**src/rtl/usr_ctrl.sv**
```systemverilog
// Command-driven shift register controller: LOAD, SHR and SHL, with ROR when
// built with USR_ROTATE_EN (otherwise op 11 completes immediately with err).
module usr_ctrl #(
  parameter int WIDTH = 4
) (
  input  logic             clk,
  input  logic             rst,
  input  logic             cmd_valid,
  output logic             cmd_ready,
  input  logic [1:0]       cmd_op,
  input  logic [3:0]       cmd_cnt,
  input  logic [WIDTH-1:0] cmd_data,
  input  logic             sin,
  output logic [1:0]       mode,
  output logic [WIDTH-1:0] q,
  output logic             sout,
  output logic             busy,
  output logic             done,
  output logic             err
);

  typedef enum logic [1:0] {IDLE, LOAD, SHIFT, DONE} state_t;

  localparam logic [1:0] OP_LOAD = 2'b00;
  localparam logic [1:0] OP_SHR  = 2'b01;
  localparam logic [1:0] OP_SHL  = 2'b10;
  localparam logic [3:0] WCNT    = 4'(WIDTH);

  state_t           state, state_nxt;
  logic [1:0]       op_r;
  logic [3:0]       rem_r;
  logic [WIDTH-1:0] data_r;
  logic             err_r;
  logic             op_supported;
  logic [3:0]       cnt_sat;

`ifdef USR_ROTATE_EN
  assign op_supported = 1'b1;
`else
  assign op_supported = (cmd_op != 2'b11);
`endif

  assign cnt_sat = (cmd_cnt > WCNT) ? WCNT : cmd_cnt;

  always_ff @(posedge clk) begin
    if (rst) state <= IDLE;
    else     state <= state_nxt;
  end

  always_comb begin
    state_nxt = state;
    case (state)
      IDLE: begin
        if (cmd_valid) begin
          if (cmd_op == OP_LOAD)                    state_nxt = LOAD;
          else if (!op_supported || cmd_cnt == 4'd0) state_nxt = DONE;
          else                                      state_nxt = SHIFT;
        end
      end
      LOAD:    state_nxt = DONE;
      SHIFT:   state_nxt = (rem_r <= 4'd1) ? DONE : SHIFT;
      DONE:    state_nxt = IDLE;
      default: state_nxt = IDLE;
    endcase
  end

  always_comb begin
    cmd_ready = (state == IDLE);
    busy      = (state != IDLE);
    done      = (state == DONE);
    err       = (state == DONE) && err_r;
    mode      = 2'b00;
    case (state)
      LOAD:    mode = 2'b11;
      SHIFT:   mode = (op_r == OP_SHL) ? 2'b10 : 2'b01;
      default: mode = 2'b00;
    endcase
  end

  // Datapath: command latching in IDLE, register update in LOAD/SHIFT.
  always_ff @(posedge clk) begin
    if (rst) begin
      op_r   <= '0;
      rem_r  <= '0;
      data_r <= '0;
      err_r  <= 1'b0;
      q      <= '0;
      sout   <= 1'b0;
    end else begin
      case (state)
        IDLE: begin
          if (cmd_valid) begin
            op_r   <= cmd_op;
            rem_r  <= cnt_sat;
            data_r <= cmd_data;
            err_r  <= !op_supported;
          end
        end
        LOAD: q <= data_r;
        SHIFT: begin
          rem_r <= rem_r - 4'd1;
          case (op_r)
            OP_SHR: begin
              q    <= {sin, q[WIDTH-1:1]};
              sout <= q[0];
            end
            OP_SHL: begin
              q    <= {q[WIDTH-2:0], sin};
              sout <= q[WIDTH-1];
            end
`ifdef USR_ROTATE_EN
            default: begin
              q    <= {q[0], q[WIDTH-1:1]};
              sout <= q[0];
            end
`else
            default: begin
              q    <= q;
              sout <= sout;
            end
`endif
          endcase
        end
        DONE:    err_r <= 1'b0;
        default: err_r <= 1'b0;
      endcase
    end
  end

endmodule
```
**config.mk**
```make
export PLATFORM = sky130hd
export DESIGN_NAME = usr_ctrl
export DESIGN_NICKNAME = d
export VERILOG_FILES = /design/src/rtl/usr_ctrl.sv
export SDC_FILE = /design/constraint.sdc
export NUM_CORES = 1
export LEC_CHECK = 0
export CAP_MARGIN = 10
export CORE_MARGIN = 4
export CORE_UTILIZATION = 45
export DETAILED_ROUTE_END_ITERATION = 16
export PLACE_DENSITY = 0.7
export SLEW_MARGIN = 20
export SYNTH_ARGS = -nofsm -noshare
export SYNTH_HDL_FRONTEND = slang
export SYNTH_SLANG_ARGS = --single-unit
```
**constraint.sdc**
```tcl
create_clock -name clk -period 2.8 [get_ports clk]
set_input_delay 0.7 -clock clk [delete_from_list [all_inputs] [get_ports clk]]
set_output_delay 0.7 -clock clk [all_outputs]
set_load 0.03 [all_outputs]
```
==> metrics <==
P_int=599 uW; aggregate global routing overflow=0; Die X=around 57 um; final worst-path cycle share=0.965; Ys Warns=0; largest family of logic cells by synthesized area=simple AND/OR/NAND/NOR gates; MaxCap Viol Count=0; fraction of synthesized area in multiplexers=0.0697; Port Buffer Count=24; critical path endpoint category=output port; dominant cell type by area after synthesis=dfxtp_1; final worst-path setup slack=slightly below 100 ps; total iterations of the first detailed-routing run=4; register area=360 um2; hpwl dp=roughly 1800 um; WL/cell=13.1 um; vias in the first global route=860; CTS tree=yes; clock sinks=18; GRT Overall Usage=0.151; setup_tns=0 ps; initial antenna violation count=0; Sw Ratio=0.408; Synth Area in Adders=0.0827; Post-Synthesis Cell Area=between 0.001 and 0.0015 mm2; complex-gate fraction of the synthesized area=0.203; Psw=412 uW; gpl congestion=roughly 0.78; CP Max Fanout=7; #FFs+latches synth=18; Setup violations, final=0; CP Data Arrival Time=roughly 2000 ps; Placed Area=roughly 0.0013 mm2; Tightest Pin Transition=~720 ps; PwrDens=758 mW/mm2; fin area=approximately 0.0013 mm2; DP Cell Count=between 150 and 200; Simple-Gate Fraction of Synth Area=0.230; top post-synthesis cells by area=dfxtp_1, ha_1, a21oi_1, nand2_1, nor2_1; RSZ-0062 raised after global routing=no; setup bufs post-CTS=0; Setup CP Type=reg -> out; Die Y=56.5 um; Max clock buf depth=2; core area=0.00223 mm2; leak pwr=0.514 nW; antenna-violating nets left=0; combinational group share of total power=0.495; fillcell total=about 220; DRT Wirelength=between 2000 and 2500 um; worst-skew pair later-pin latency=approximately 290 ps; clock network fraction of total power=0.163; global-route wire length before repair=a little under 4000 um; Synth Area in XOR/XNOR=0; syn_area_per_cell=between 8 and 9 um2; Setup WS pre-CTS=~370 ps; die area=approximately 0.0032 mm2; peak supply drop=0.443 mV; # diodes=0; Syn Inst Count=between 100 and 150; largest net degree at the start of global routing=19; area delta synth->final=25.9%; layout cells sized above 1=0.0927; CP required=2100 ps; final cell count without fillers=approximately 180; CTS Hold Bufs=0; I/O pins=25; Clock transition at path regs=roughly 110 ps; Max Transition Viols Final=0; worst min path class=reg -> reg; syn_nets=150; post-synth top area share=0.340; H-tree depth=1; initial core utilization=0.474; CTS root buf=clkbuf_4; Max Clk Rate=~370 MHz; Residual DRC=0; crit path launch type=flop; Initial DRC Count=9; Slew HR=0.520; Final min period=about 2700 ps; Multi-input gate area=621 um2; Nets=173; CTS Buf Count=3; Final Hold Fails=0; outcome=finished, final reports clean; DR vias/cell=around 5.3; Flop pwr share=0.342; post-synthesis sequential area ratio=0.340; Fin Clk Skew=about 5.7 ps; Vias=approximately 960; # rows=17; Yosys cell types=36
-- registers in the layout, indices dropped and copies added, names as in the netlist --
register / count
op_r: 2
sout: 1
rem_r: 4
data_r: 4
err_r: 1
state: 2
q: 4
-- cell usage after synthesis --
cell type / number
a211oi_1: 3
a211oi_2: 1
a21boi_0: 1
a21oi_1: 14
a21oi_4: 1
a221oi_2: 1
a22oi_1: 3
a31oi_1: 1
and2_1: 2
and2_4: 1
and2b_1: 1
buf_2: 2
buf_4: 1
buf_6: 2
clkbuf_1: 2
dfxtp_1: 18
ha_1: 7
inv_1: 8
mux2_2: 3
mux2i_1: 4
nand2_1: 17
nand2b_1: 2
nand3_1: 1
nand3b_1: 2
nand4b_1: 1
nor2_1: 14
nor2_2: 1
nor2b_1: 3
nor3_1: 1
nor4_1: 1
nor4b_1: 1
o21ai_0: 4
o21ai_1: 1
o21ai_2: 1
o221ai_1: 1
or3_1: 2
-- metal layers --
layer,vias to the layer above,routed length (um),global-route usage
met5,-,0,0
met4,0,25,0.0407
met3,4,103,0.0253
met2,18,1090,0.239
met1,450,1120,0.211
li1,485,-,-
-- area by class of cell --
cell class,count,share of cell area
Sequential cell,18,0.270
Timing Repair Buffer,25,0.188
Clock buffer,4,0.0272
Inverter,8,0.0225
Tap cell,28,0.0263
Multi-Input combinational cell,96,0.466
-- metrics by stage --
stage | util | hold slack (ps) | power (mW)
after floorplan | - | 436 | 0.722
after global placement | 0.579 | 446 | 0.841
after detailed placement | 0.579 | 449 | 0.852
after CTS | 0.596 | 465 | 1.02
after global routing | 0.597 | 487 | 1.08
final | 0.597 | 465 | 1.01
-- critical path, stage by stage (launching register included) --
cell and delay (ps):
dfxtp_1 360, inv_1 90, ha_1 330, a21oi_1 120
nor2b_1 130, clkdlybuf4s50_1 680
-- kinds of logic after synthesis --
family	count (synthesis)
adders and majority gates	7
DFF	18
buffers and inverters	15
muxes	7
and+or+nand+nor	50
AOI/OAI and AO/OA	32
-- power by group through the flow --
stage	clock, mW	sequential [mW]	combinational (mW)
floorplan	0	0.367	0.355
global route	0.177	0.353	0.553
detailed placement	0	0.351	0.501
CTS	0.168	0.345	0.504
finish	0.165	0.345	0.500
global placement	0	0.348	0.492
-- repair_timing --
item,CTS,global route
endpoints found under the setup margin,0,1
resized for setup,0,1
endpoints found under the hold margin,0,0
-- cell usage in the layout, fill, tap and decap left out, types with 2 or more instances in the layout --
cell / netlist / layout
nor2_1: 14 / 14
a22oi_1: 3 / 3
dfxtp_1: 18 / 18
inv_1: 8 / 8
a211oi_1: 3 / 3
nor2b_1: 3 / 3
nand2_1: 17 / 17
nand3b_1: 2 / 2
mux2_2: 3 / 3
and2_1: 2 / 2
or3_1: 2 / 2
clkdlybuf4s50_1: 0 / 23
clkbuf_4: 0 / 3
o21ai_0: 4 / 4
mux2i_1: 4 / 4
ha_1: 7 / 7
a21oi_1: 14 / 14
nand2b_1: 2 / 2
-- worst paths after layout --
path	from	end	slack, ps	cells after the start
max	state[0]	mode[1]	100	5
min	op_r[0]	op_r[0]	460	2
max reg2reg	state[0]	q[3]	990	7
min reg2reg	op_r[0]	op_r[0]	460	2
(Power assumes the default switching activity.)
